==> src/rtl/dsi_pkg.sv <==
// Shared types and constants for the DSI lane distributor.
package dsi_pkg;
  localparam int DSI_LANES_MAX   = 4;
  localparam int DSI_LP_FLAG_BIT = 4;

  typedef enum logic [1:0] {IDLE, FILL, STREAM, FINISH} distrib_state_t;

  // Byte count of a contiguous-from-bit-0 strobe.
  function automatic logic [2:0] strb_bytes(input logic [3:0] strb);
    if (strb[3])      return 3'd4;
    else if (strb[2]) return 3'd3;
    else if (strb[1]) return 3'd2;
    else if (strb[0]) return 3'd1;
    else              return 3'd0;
  endfunction
endpackage

==> src/rtl/dsi_byte_buffer.sv <==
// Head-aligned byte FIFO: variable push (0-4) and pop (0-4) bytes per cycle.
// Exposes the post-update count and head so the caller can register beats.
module dsi_byte_buffer #(
  parameter  int BUF_BYTES  = 8,
  parameter  int HEAD_BYTES = 4,
  localparam int CW         = $clog2(BUF_BYTES + 1),
  localparam int AW         = $clog2(BUF_BYTES)
) (
  input  logic                       clk_sys,
  input  logic                       rst_n,
  input  logic [2:0]                 push_n_i,
  input  logic [31:0]                push_data_i,
  input  logic [2:0]                 pop_n_i,
  output logic [CW-1:0]              count_o,
  output logic [CW-1:0]              nxt_count_o,
  output logic [HEAD_BYTES-1:0][7:0] nxt_head_o
);
  logic [BUF_BYTES-1:0][7:0] mem_q, mem_d;
  logic [CW-1:0]             count_q, count_d, keep;
  logic [3:0][7:0]           pdat;

  assign pdat    = push_data_i;
  assign keep    = count_q - CW'(pop_n_i);
  assign count_d = keep + CW'(push_n_i);

  // Survivors shift down by the pop amount; new bytes land right behind them.
  always_comb begin
    int src, ofs;
    src   = 0;
    ofs   = 0;
    mem_d = '0;
    for (int j = 0; j < BUF_BYTES; j++) begin
      src = j + int'(pop_n_i);
      ofs = j - int'(keep);
      if (src < int'(count_q))
        mem_d[j] = mem_q[src[AW-1:0]];
      else if (ofs >= 0 && ofs < int'(push_n_i))
        mem_d[j] = pdat[ofs[1:0]];
    end
  end

  always_ff @(posedge clk_sys or negedge rst_n) begin
    if (!rst_n) begin
      mem_q   <= '0;
      count_q <= '0;
    end else begin
      mem_q   <= mem_d;
      count_q <= count_d;
    end
  end

  assign count_o     = count_q;
  assign nxt_count_o = count_d;
  assign nxt_head_o  = mem_d[HEAD_BYTES-1:0];
endmodule

==> src/rtl/dsi_lane_distributor.sv <==
// Splits a packetised byte stream round-robin over 1-4 DSI data lanes.
// Optional DSI_DISTRIB_LP_EN: latch in_lp per packet and drive it on iface_write_strb[4].
module dsi_lane_distributor
  import dsi_pkg::*;
#(
  parameter  int LANES_MAX = DSI_LANES_MAX,
  parameter  int BUF_BYTES = 8,
  localparam int CW        = $clog2(BUF_BYTES + 1)
) (
  input  logic                   clk_sys,
  input  logic                   rst_n,
  input  logic [31:0]            in_data,
  input  logic [3:0]             in_strb,
  input  logic                   in_lp,
  input  logic                   in_last,
  input  logic                   in_valid,
  output logic                   in_ready,
  input  logic [1:0]             reg_lanes_number,
  input  logic                   lines_active,
  output logic [8*LANES_MAX-1:0] iface_write_data,
  output logic [LANES_MAX:0]     iface_write_strb,
  output logic [LANES_MAX-1:0]   iface_write_rqst,
  output logic [LANES_MAX-1:0]   iface_last_word,
  input  logic                   iface_data_rqst,
  output logic                   busy,
  output logic                   err_underflow
);
  distrib_state_t state_q, state_d;

  logic [CW-1:0] n_lanes_q, n_lanes_d, two_n;
  logic [CW-1:0] count_q, nc, r_len, r_next;
  logic          last_seen_q, last_seen_d, nl;
  logic          beat_vld_q, beat_vld_d, err_q, err_d;
  logic          accept, pop_go, cur_final, nfinal, avail, tail_next, lp_flag;
  logic [2:0]    push_n, pop_n;

  logic [LANES_MAX-1:0][7:0] nxt_head, lane_byte, data_q, data_d;
  logic [LANES_MAX-1:0]      lane_on, lane_last;
  logic [LANES_MAX-1:0]      strb_q, strb_d, rqst_q, rqst_d, last_q, last_d;

  assign in_ready = (state_q == FILL || state_q == STREAM) &&
                    (count_q <= CW'(BUF_BYTES - 4)) && !last_seen_q;
  assign accept   = in_valid && in_ready;
  assign push_n   = accept ? (in_last ? strb_bytes(in_strb) : 3'd4) : 3'd0;
  assign nl       = last_seen_q || (accept && in_last);
  assign two_n    = n_lanes_q << 1;

  // The presented beat is the buffer head whenever beat_vld_q is set.
  assign cur_final = last_seen_q && (count_q <= n_lanes_q);
  assign pop_go    = (state_q == STREAM) && iface_data_rqst && beat_vld_q;
  assign pop_n     = pop_go ? (cur_final ? count_q[2:0] : n_lanes_q[2:0]) : 3'd0;

  dsi_byte_buffer #(.BUF_BYTES(BUF_BYTES), .HEAD_BYTES(LANES_MAX)) u_buf (
    .clk_sys     (clk_sys),
    .rst_n       (rst_n),
    .push_n_i    (push_n),
    .push_data_i (in_data),
    .pop_n_i     (pop_n),
    .count_o     (count_q),
    .nxt_count_o (nc),
    .nxt_head_o  (nxt_head)
  );

  // Next beat, judged on post-update buffer contents so it can be registered.
  assign avail     = (nc >= n_lanes_q) || (nl && nc != '0);
  assign nfinal    = nl && (nc <= n_lanes_q);
  assign r_len     = nfinal ? nc : n_lanes_q;
  assign tail_next = nl && !nfinal && (nc < two_n);
  assign r_next    = nc - n_lanes_q;

  for (genvar i = 0; i < LANES_MAX; i++) begin : g_lane
    localparam logic [CW-1:0] IDX = CW'(i);
    assign lane_on[i]   = IDX < r_len;
    // Lanes idle in a short final beat finish on the beat before it.
    assign lane_last[i] = nfinal ? lane_on[i]
                                 : (tail_next && IDX >= r_next && IDX < n_lanes_q);
    assign lane_byte[i] = lane_on[i] ? nxt_head[i] : 8'h00;
  end

  always_ff @(posedge clk_sys or negedge rst_n) begin
    if (!rst_n) state_q <= IDLE;
    else        state_q <= state_d;
  end

  always_comb begin
    state_d = state_q;
    case (state_q)
      IDLE:   if (lines_active && in_valid) state_d = FILL;
      FILL:   if (nc >= two_n || nl)        state_d = STREAM;
      STREAM: if (pop_go && cur_final)      state_d = FINISH;
      FINISH: state_d = IDLE;
    endcase
  end

  always_comb begin
    n_lanes_d   = (state_q == IDLE) ? CW'(reg_lanes_number) + CW'(1) : n_lanes_q;
    last_seen_d = (state_q == FILL || state_q == STREAM) ? nl : 1'b0;
    err_d       = pop_go && !cur_final && !avail;
    beat_vld_d  = 1'b0;
    data_d      = data_q;
    strb_d      = strb_q;
    rqst_d      = rqst_q;
    last_d      = last_q;
    if (state_d != STREAM) begin
      data_d = '0;
      strb_d = '0;
      rqst_d = '0;
      last_d = '0;
    end else if (avail) begin
      beat_vld_d = 1'b1;
      data_d     = lane_byte;
      strb_d     = lane_on;
      rqst_d     = lane_on;
      last_d     = lane_last;
    end
  end

  always_ff @(posedge clk_sys or negedge rst_n) begin
    if (!rst_n) begin
      n_lanes_q   <= '0;
      last_seen_q <= 1'b0;
      beat_vld_q  <= 1'b0;
      err_q       <= 1'b0;
      data_q      <= '0;
      strb_q      <= '0;
      rqst_q      <= '0;
      last_q      <= '0;
    end else begin
      n_lanes_q   <= n_lanes_d;
      last_seen_q <= last_seen_d;
      beat_vld_q  <= beat_vld_d;
      err_q       <= err_d;
      data_q      <= data_d;
      strb_q      <= strb_d;
      rqst_q      <= rqst_d;
      last_q      <= last_d;
    end
  end

`ifdef DSI_DISTRIB_LP_EN
  logic lp_q, lp_d;
  assign lp_d = (state_d == IDLE) ? 1'b0 : ((state_q == IDLE) ? in_lp : lp_q);
  always_ff @(posedge clk_sys or negedge rst_n) begin
    if (!rst_n) lp_q <= 1'b0;
    else        lp_q <= lp_d;
  end
  assign lp_flag = lp_q;
`else
  // HS-only build: in_lp stays on the port but never reaches the lanes.
  assign lp_flag = in_lp & 1'b0;
`endif

  assign iface_write_data = data_q;
  assign iface_write_strb = {lp_flag, strb_q};
  assign iface_write_rqst = rqst_q;
  assign iface_last_word  = last_q;
  assign busy             = (state_q != IDLE);
  assign err_underflow    = err_q;
endmodule

==> config.mk <==
export PLATFORM = sky130hd
export DESIGN_NAME = dsi_lane_distributor
export DESIGN_NICKNAME = d
export VERILOG_FILES = /design/src/rtl/dsi_pkg.sv /design/src/rtl/dsi_byte_buffer.sv /design/src/rtl/dsi_lane_distributor.sv
export SDC_FILE = /design/constraint.sdc
export NUM_CORES = 1
export LEC_CHECK = 0
export ABC_AREA = 1
export CAP_MARGIN = 20
export CORE_AREA = 5 5 147 149
export CTS_BUF_LIST = sky130_fd_sc_hd__clkbuf_8 sky130_fd_sc_hd__clkbuf_16
export DETAILED_ROUTE_END_ITERATION = 8
export DIE_AREA = 0 0 152 154
export PLACE_DENSITY = 0.7
export SYNTH_ARGS = -nofsm -noshare
export SYNTH_HDL_FRONTEND = slang
export SYNTH_SLANG_ARGS = --single-unit
==> constraint.sdc <==
create_clock -name clk_sys -period 7.09 [get_ports clk_sys]
set_clock_uncertainty 0.15 [all_clocks]
set_input_delay 1.7725 -clock clk_sys [delete_from_list [all_inputs] [get_ports clk_sys]]
set_output_delay 1.7725 -clock clk_sys [all_outputs]
set_load 0.05 [all_outputs]
==> flow_summary_export.csv, run 1 <==
group,metric,value,unit
status,status,"complete, no violations",
global_route,gr-total-overflow,0,
setup_path,critPathLaunch,"iface_data_rqst",
pwr,power_density,482,nW/um^2
pwr,power,5660,uW
pwr,leakage,0.00614,uW
floorplan,fp.dieH,154,um
sta,relSlewSlack,0.292,
global_route,grt_max_degree,75,
synthesis,synth_cells,1492,
final_layout,syn_to_final_growth,18.5,%
setup_path,ff2ff_path_depth,31,
floorplan,io_pins,93,
placement,gp_congestion,0.973,
setup_path,cp.arrival,6830,ps
placement,portBuffers,90,
detailed_routing,ant_nets,0,
detailed_routing,drc,0,
floorplan,dieArea,23400,um^2
final_layout,postLayoutCoreUtil,0.586,
synthesis,ys_ff_latch,116,
sta,final.period_utilization,0.935,
detailed_routing,drt-initial-drc-count,947,
synthesis,synthArstFlopShare,1.00,
global_route,grt_util_met3,0.0424,
synthesis,netlist_top_cells_area,"dfrtp_1 29%, nand2_1 19%, nand3_1 18%, ha_1 9.0%, inv_1 5.8%",
synthesis,synth_warnings,0,
clocking,clkTransAtPathRegs,60,ps
clocking,insertion_delay,420,ps
floorplan,rows,52,
setup_path,worstSetupEndpoint,"iface_write_rqst[0]",
placement,numPlacedInstances,1819,
setup_path,cp_max_fo,21,
sta,setup_tns,0,ps
clocking,cts_resized,0,
detailed_routing,post_drt_wl_per_cell,17.9,um
clocking,cts.sinks,116,
synthesis,syn_area,9910,um^2
setup_path,r2r_setup_slack,1360,ps
clocking,ctsHoldBuffers,0,
floorplan,dieWidth,152,um
final_layout,nFillCells,1974,
synthesis,avgSynthCellArea,6.64,um^2
sta,worst_pin_slew,1060,ps
synthesis,ys_types,49,
sta,fin_crit,6630,ps
synthesis,synth_fp_nets,1612,
setup_path,critPathLaunchType,"input pin",
synthesis,yosysSeqAreaShare,0.293,
hold_path,worstHoldPathType,"reg2reg",
final_layout,drive_above_1_share,0.0670,
sta,hold_viol_final,0,
synthesis,yosysTopAreaCellShare,0.293,
synthesis,synth_top_area_cell,"dfrtp_1",
pwr,peakVddDrop,0.434,mV
sta,hold_ws,325,ps
clocking,cts_buffers,17,
final_layout,antennaDiodeCount,0,
setup_path,critPathRequiredTime,7290,ps
setup_path,rr_endpoint,"iface_write_rqst[0]",
setup_path,rr_startpoint,"n_lanes_q[2]",
detailed_routing,wl,33100,um
global_route,met1_usage,0.320,
setup_path,crit_type,"in2reg",
floorplan,core,20000,um^2
global_route,grtUsageMet2,0.488,
synthesis,synth_edf_count,0,
global_route,grt_pass1_vias,10200,
sta,max_freq,151,MHz
clocking,cts_setup_buffers,0,
setup_path,worst_setup_path_end_kind,"flip-flop",
synthesis,synth_flop_cell,"dfrtp_1",
placement,hpwl,24300,um
global_route,grt_usage,0.276,
clocking,cts_tree,"done",
sta,rsz0062_at_grt,"false",
global_route,grt_pass1_wl,52400,um
floorplan,initial_core_util,0.495,
final_layout,final_cells,1853,
detailed_routing,routed_via_density,5.66,
clocking,clk_path_buf_depth,2,
clocking,cts_htree_levels,4,
run,drv_cap,0,
detailed_routing,drt_pass1_iterations,6,
clocking,clock-root-buffer,"clkbuf_16",
final_layout,layout.nets,1690,
sta,setup-violations-final,0,
global_route,busiest_layer,"met2",
detailed_routing,routed-via-count,10500,
global_route,grt_antenna_before_repair,0,
sta,drv_slew,0,
report_power, final:
| group | switching, uW | total [uW] | internal (uW) | leakage, uW |
|---|---|---|---|---|
| Sequential | 129 | 1000 | 874 | 0.00156 |
| Combinational | 2530 | 3670 | 1140 | 0.00426 |
| Clock | 349 | 986 | 637 | 0.000314 |
per-stage QoR:
| step | setup slack (ps) | cell area [um^2] |
|---|---|---|
| after floorplan | 713 | 9910 |
| after global placement | 117 | 11100 |
| after detailed placement | 6.20 | 11100 |
| after CTS | 369 | 11700 |
| after global routing | 83.9 | 11700 |
| final | 458 | 11700 |
worst max-delay path, cell delays in order:
cell and delay [ps]:
clkdlybuf4s50_1 460, and3_1 330, nand4_2 170, nand2_2 120, ha_1 140, inv_1 50
fa_1 390, inv_1 70, nor2_1 40, nor2_1 150, ha_1 290, nand2_1 70
nand2_1 50, a21oi_1 160, nand3_1 150, nand2_4 90, inv_1 70, ha_1 320
nand3b_1 90, nand2_1 100, nor2_1 60, nand4_1 80, nand2_1 70, o21ai_2 210
nand2_1 220, nor2_2 870, nand2_1 110, o21ai_1 110
routing by layer:
metal / share of wire / vias up
met3: 0.061 / 109
met2: 0.50 / 428
met5: 0 / -
met4: 0.064 / 0
li1: - / 5042
met1: 0.38 / 4904
synth_stat cells (all sizes together), types with 4 or more instances:
cell type and n:
and2 10, a21o 6, dfrtp 116, a21oi 23
xor2 7, nor2 26, nand2 517, xnor2 4
o21ai 81, inv 158, nor3 10, ha 71
nand4 18, buf 42, fa 4, nand3 353
clkbuf 21, o21bai 7
flip-flops by register name, summed over array words and instances (netlist names):
register / cells
beat_vld_q: 1
u_buf.count_o: 4
iface_write_rqst: 4
last_seen_q: 1
err_underflow: 1
iface_write_data: 32
state_q: 2
u_buf.mem_q: 64
iface_last_word: 4
n_lanes_q: 3
cells by family after synthesis:
family / synth area share
simple gates: 0.426
xor+xnor: 0.0124
flops: 0.293
fa+ha+maj: 0.0977
compound gates: 0.0757
buf+inv: 0.0930
mux: 0.00202
other cells: 0.000378
worst min-delay path by stage:
stage	from	to	slack (ps)	cells after the start
final	iface_last_word[3]	iface_last_word[3]	330	2
after global routing	iface_write_data[13]	iface_write_data[13]	350	2
after CTS	iface_write_data[13]	iface_write_data[13]	330	2
after detailed placement	iface_last_word[1]	iface_last_word[1]	310	2
after global placement	iface_write_data[18]	iface_write_data[18]	310	2
after floorplan	n_lanes_q[0]	n_lanes_q[0]	450	2
layout by cell type, fill, tap and decap left out, drive strengths merged, types with 3 or more instances in the layout:
cell type,n
nand2,517
nand3,353
inv,162
dfrtp,116
clkdlybuf4s50,89
o21ai,81
ha,71
buf,32
nor2,27
a21oi,23
clkbuf,18
nand4,18
and2,10
nor3,10
o21bai,7
xor2,7
a21o,6
bufinv,5
xnor2,4
fa,4
clkinv,4
a31oi,3
clkinvlp,3
area by class of cell:
cell class                      count  area, um^2  area share
Multi-Input combinational cell   1154        6100       0.519
Tap cell                          270         338      0.0288
Inverter                          160         601      0.0511
Clock inverter                     14         221      0.0188
Sequential cell                   116        2900       0.247
Timing Repair Buffer              121        1150      0.0980
Clock buffer                       18         439      0.0374
Note: power is estimated with default switching activity, not from simulation.
==> run 2: changes to the inputs <==
==> constraint.sdc (replaced) <==
create_clock -name clk_sys -period 7.09 [get_ports clk_sys]
set_clock_uncertainty 0.15 [all_clocks]
set_input_delay 1.7725 -clock clk_sys [delete_from_list [all_inputs] [get_ports clk_sys]]
set_output_delay 1.7725 -clock clk_sys [all_outputs]
set_load 0.01 [all_outputs]
==> results of run 2 <==
The final DEF is identical to that of run 1. Status: complete, no violations.
Among the figures that moved: total power 5660 uW -> 5480 uW; worst IR drop on VDD 0.434 mV -> 0.422 mV
==> run 3: changes to the inputs <==
--- a/config.mk
+++ b/config.mk
@@ -11,7 +11,7 @@
 export CTS_BUF_LIST = sky130_fd_sc_hd__clkbuf_8 sky130_fd_sc_hd__clkbuf_16
 export DETAILED_ROUTE_END_ITERATION = 8
 export DIE_AREA = 0 0 152 154
-export PLACE_DENSITY = 0.7
+export PLACE_DENSITY = 0.73
 export SYNTH_ARGS = -nofsm -noshare
 export SYNTH_HDL_FRONTEND = slang
 export SYNTH_SLANG_ARGS = --single-unit
==> constraint.sdc (replaced) <==
create_clock -name clk_sys -period 6 [get_ports clk_sys]
set_clock_uncertainty 0.15 [all_clocks]
set_input_delay 1.5 -clock clk_sys [delete_from_list [all_inputs] [get_ports clk_sys]]
set_output_delay 1.5 -clock clk_sys [all_outputs]
set_load 0.01 [all_outputs]
==> flow_summary_export.csv, run 3 (synthesis results as in run 1) <==
group,metric,value,unit
setup_path,crit_type,"in2reg",
floorplan,fp.dieH,154,um
pwr,switchingPower,3290,uW
clocking,cts_buffers,17,
placement,portBuffers,90,
detailed_routing,post_drt_wl_per_cell,17.0,um
setup_path,critPathSlowestCell,"clkdlybuf4s50_1",
setup_path,path_common_cell,"nand2_1",
final_layout,largest_reg_flops,64,
final_layout,syn_to_final_growth,19.5,%
clocking,insertion_delay,420,ps
placement,hpwl,24000,um
floorplan,rows,52,
final_layout,seq_area,2900,um^2
pwr,clockPowerShare,0.147,
detailed_routing,drt_pass1_iterations,5,
sta,drv_slew,0,
setup_path,cp_max_fo,8,
pwr,switching_share,0.515,
status,status,"complete, no violations",
final_layout,largest_register,"u_buf.mem_q",
final_layout,final_common_cell,"nand2_1",
hold_path,worstHoldPathType,"reg2reg",
detailed_routing,routed-via-count,10700,
setup_path,critPathLaunchType,"input pin",
pwr,power_density,540,nW/um^2
clocking,cts_tree,"done",
detailed_routing,routed_via_density,5.68,
clocking,cts_htree_levels,4,
detailed_routing,wl,32100,um
floorplan,dieArea,23400,um^2
sta,hold_viol_final,0,
pwr,leakage,0.00623,uW
detailed_routing,ant_nets,0,
clocking,ctsHoldBuffers,0,
global_route,grt_pass1_vias,10200,
floorplan,io_pins,93,
placement,postPlaceCellArea,11300,um^2
sta,final.period_utilization,0.940,
final_layout,stdcell_area,11800,um^2
floorplan,core,20000,um^2
global_route,grt_usage,0.269,
clocking,clkTransAtPathRegs,60,ps
setup_path,critPathRequiredTime,6210,ps
detailed_routing,drc,0,
final_layout,postLayoutCoreUtil,0.591,
final_layout,layout.nets,1720,
sta,worst_pin_slew,812,ps
floorplan,initial_core_util,0.495,
final_layout,final_cells,1881,
setup_path,cp.arrival,5850,ps
final_layout,nFillCells,1999,
pwr,peakVddDrop,0.370,mV
clocking,cts_setup_buffers,0,
pwr,p_int,3110,uW
sta,relSlewSlack,0.458,
final_layout,drive_above_1_share,0.0857,
floorplan,dieWidth,152,um
setup_path,worst_setup_path_end_kind,"flip-flop",
detailed_routing,drt-initial-drc-count,938,
placement,numPlacedInstances,1851,
clocking,cts.sinks,116,
placement,gp_congestion,0.975,
sta,setup-violations-final,0,
pwr,p_seq_frac,0.185,
global_route,grt_max_degree,68,
sta,rsz0062_at_grt,"false",
setup_path,max_stage_delay,460,ps
clocking,clock-root-buffer,"clkbuf_16",
global_route,gr-total-overflow,0,
final_layout,layout_common_cells,"505 x nand2_1, 348 x nand3_1, 154 x inv_1",
global_route,grt_pass1_wl,51300,um
final_layout,multi_input_area,6110,um^2
global_route,grt_antenna_before_repair,0,
pwr,p_comb_frac,0.667,
run,drv_cap,0,
sta,max_freq,177,MHz
final_layout,antennaDiodeCount,0,
sta,fin_crit,5640,ps
clocking,clk_path_buf_depth,2,
sta,setup_tns,0,ps
## run 3: changes by cell type in the layout (fill, tap and decap cells not counted), moves of 2 or more
| cell | before | now |
|---|---|---|
| buf_4 | 31 | 63 |
| bufinv_16 | 5 | 0 |
| inv_6 | 4 | 0 |
| clkbuf_8 | 1 | 4 |
| clkinv_2 | 1 | 3 |
| nor2_1 | 19 | 17 |
## run 3: repair_timing
item	CTS	global route
endpoints found under the setup margin	0	41
endpoints found under the hold margin	0	0
resized for setup	0	4
## run 3: worst max-delay path: cells and delay by family
kind | cells | cell delay (ps)
compound gates | 2 | 330
fa+ha+maj | 4 | 1120
buf+inv | 5 | 810
simple gates | 18 | 2070
## run 3: final timing paths
path	from	end	slack, ps	cells past startpoint
worst min register to register	iface_write_data[13]	iface_write_data[13]	330	2
worst max-delay path	iface_data_rqst	iface_write_data[3]	360	29
min in group asynchronous	rst_n	u_buf.mem_q[36]	830	1
worst max register to register	n_lanes_q[1]	iface_write_data[3]	840	33
worst min-delay path	iface_write_data[13]	iface_write_data[13]	330	2
max in group asynchronous	rst_n	u_buf.mem_q[16]	3820	2
## run 3: final cells by class
cell class / instances / area share
clock inverter: 9 / 0.00486
sequential: 116 / 0.245
timing repair buffer: 152 / 0.115
clock buffer: 21 / 0.0405
inverter: 160 / 0.0507
multi-input combinational: 1153 / 0.515
tap: 270 / 0.0285
## run 3: metrics by stage
step / total power [uW] / hold WS [ps] / setup slack (ps)
detailed placement: 5380 / 314 / -186
global route: 6950 / 351 / 50.5
floorplan: 3970 / 365 / 42.0
CTS: 6350 / 330 / 194
global placement: 5280 / 316 / -96.8
finish: 6400 / 328 / 362
## run 3: power groups by stage
stage               registers, uW  logic, uW  clock network, uW
global route                 1210       4750                985
finish                       1190       4270                943
global placement             1190       4090                  0
CTS                          1180       4220                949
detailed placement           1190       4190                  0
floorplan                    1180       2800                  0
## run 3: routing by layer
layer  up-vias  global-route usage  share of wire
met2       457               0.455           0.49
met1      5003               0.317           0.38
met4         0               0.177          0.075
li1       5095                   -              -
met5         -                   0              0
met3       134              0.0422          0.060
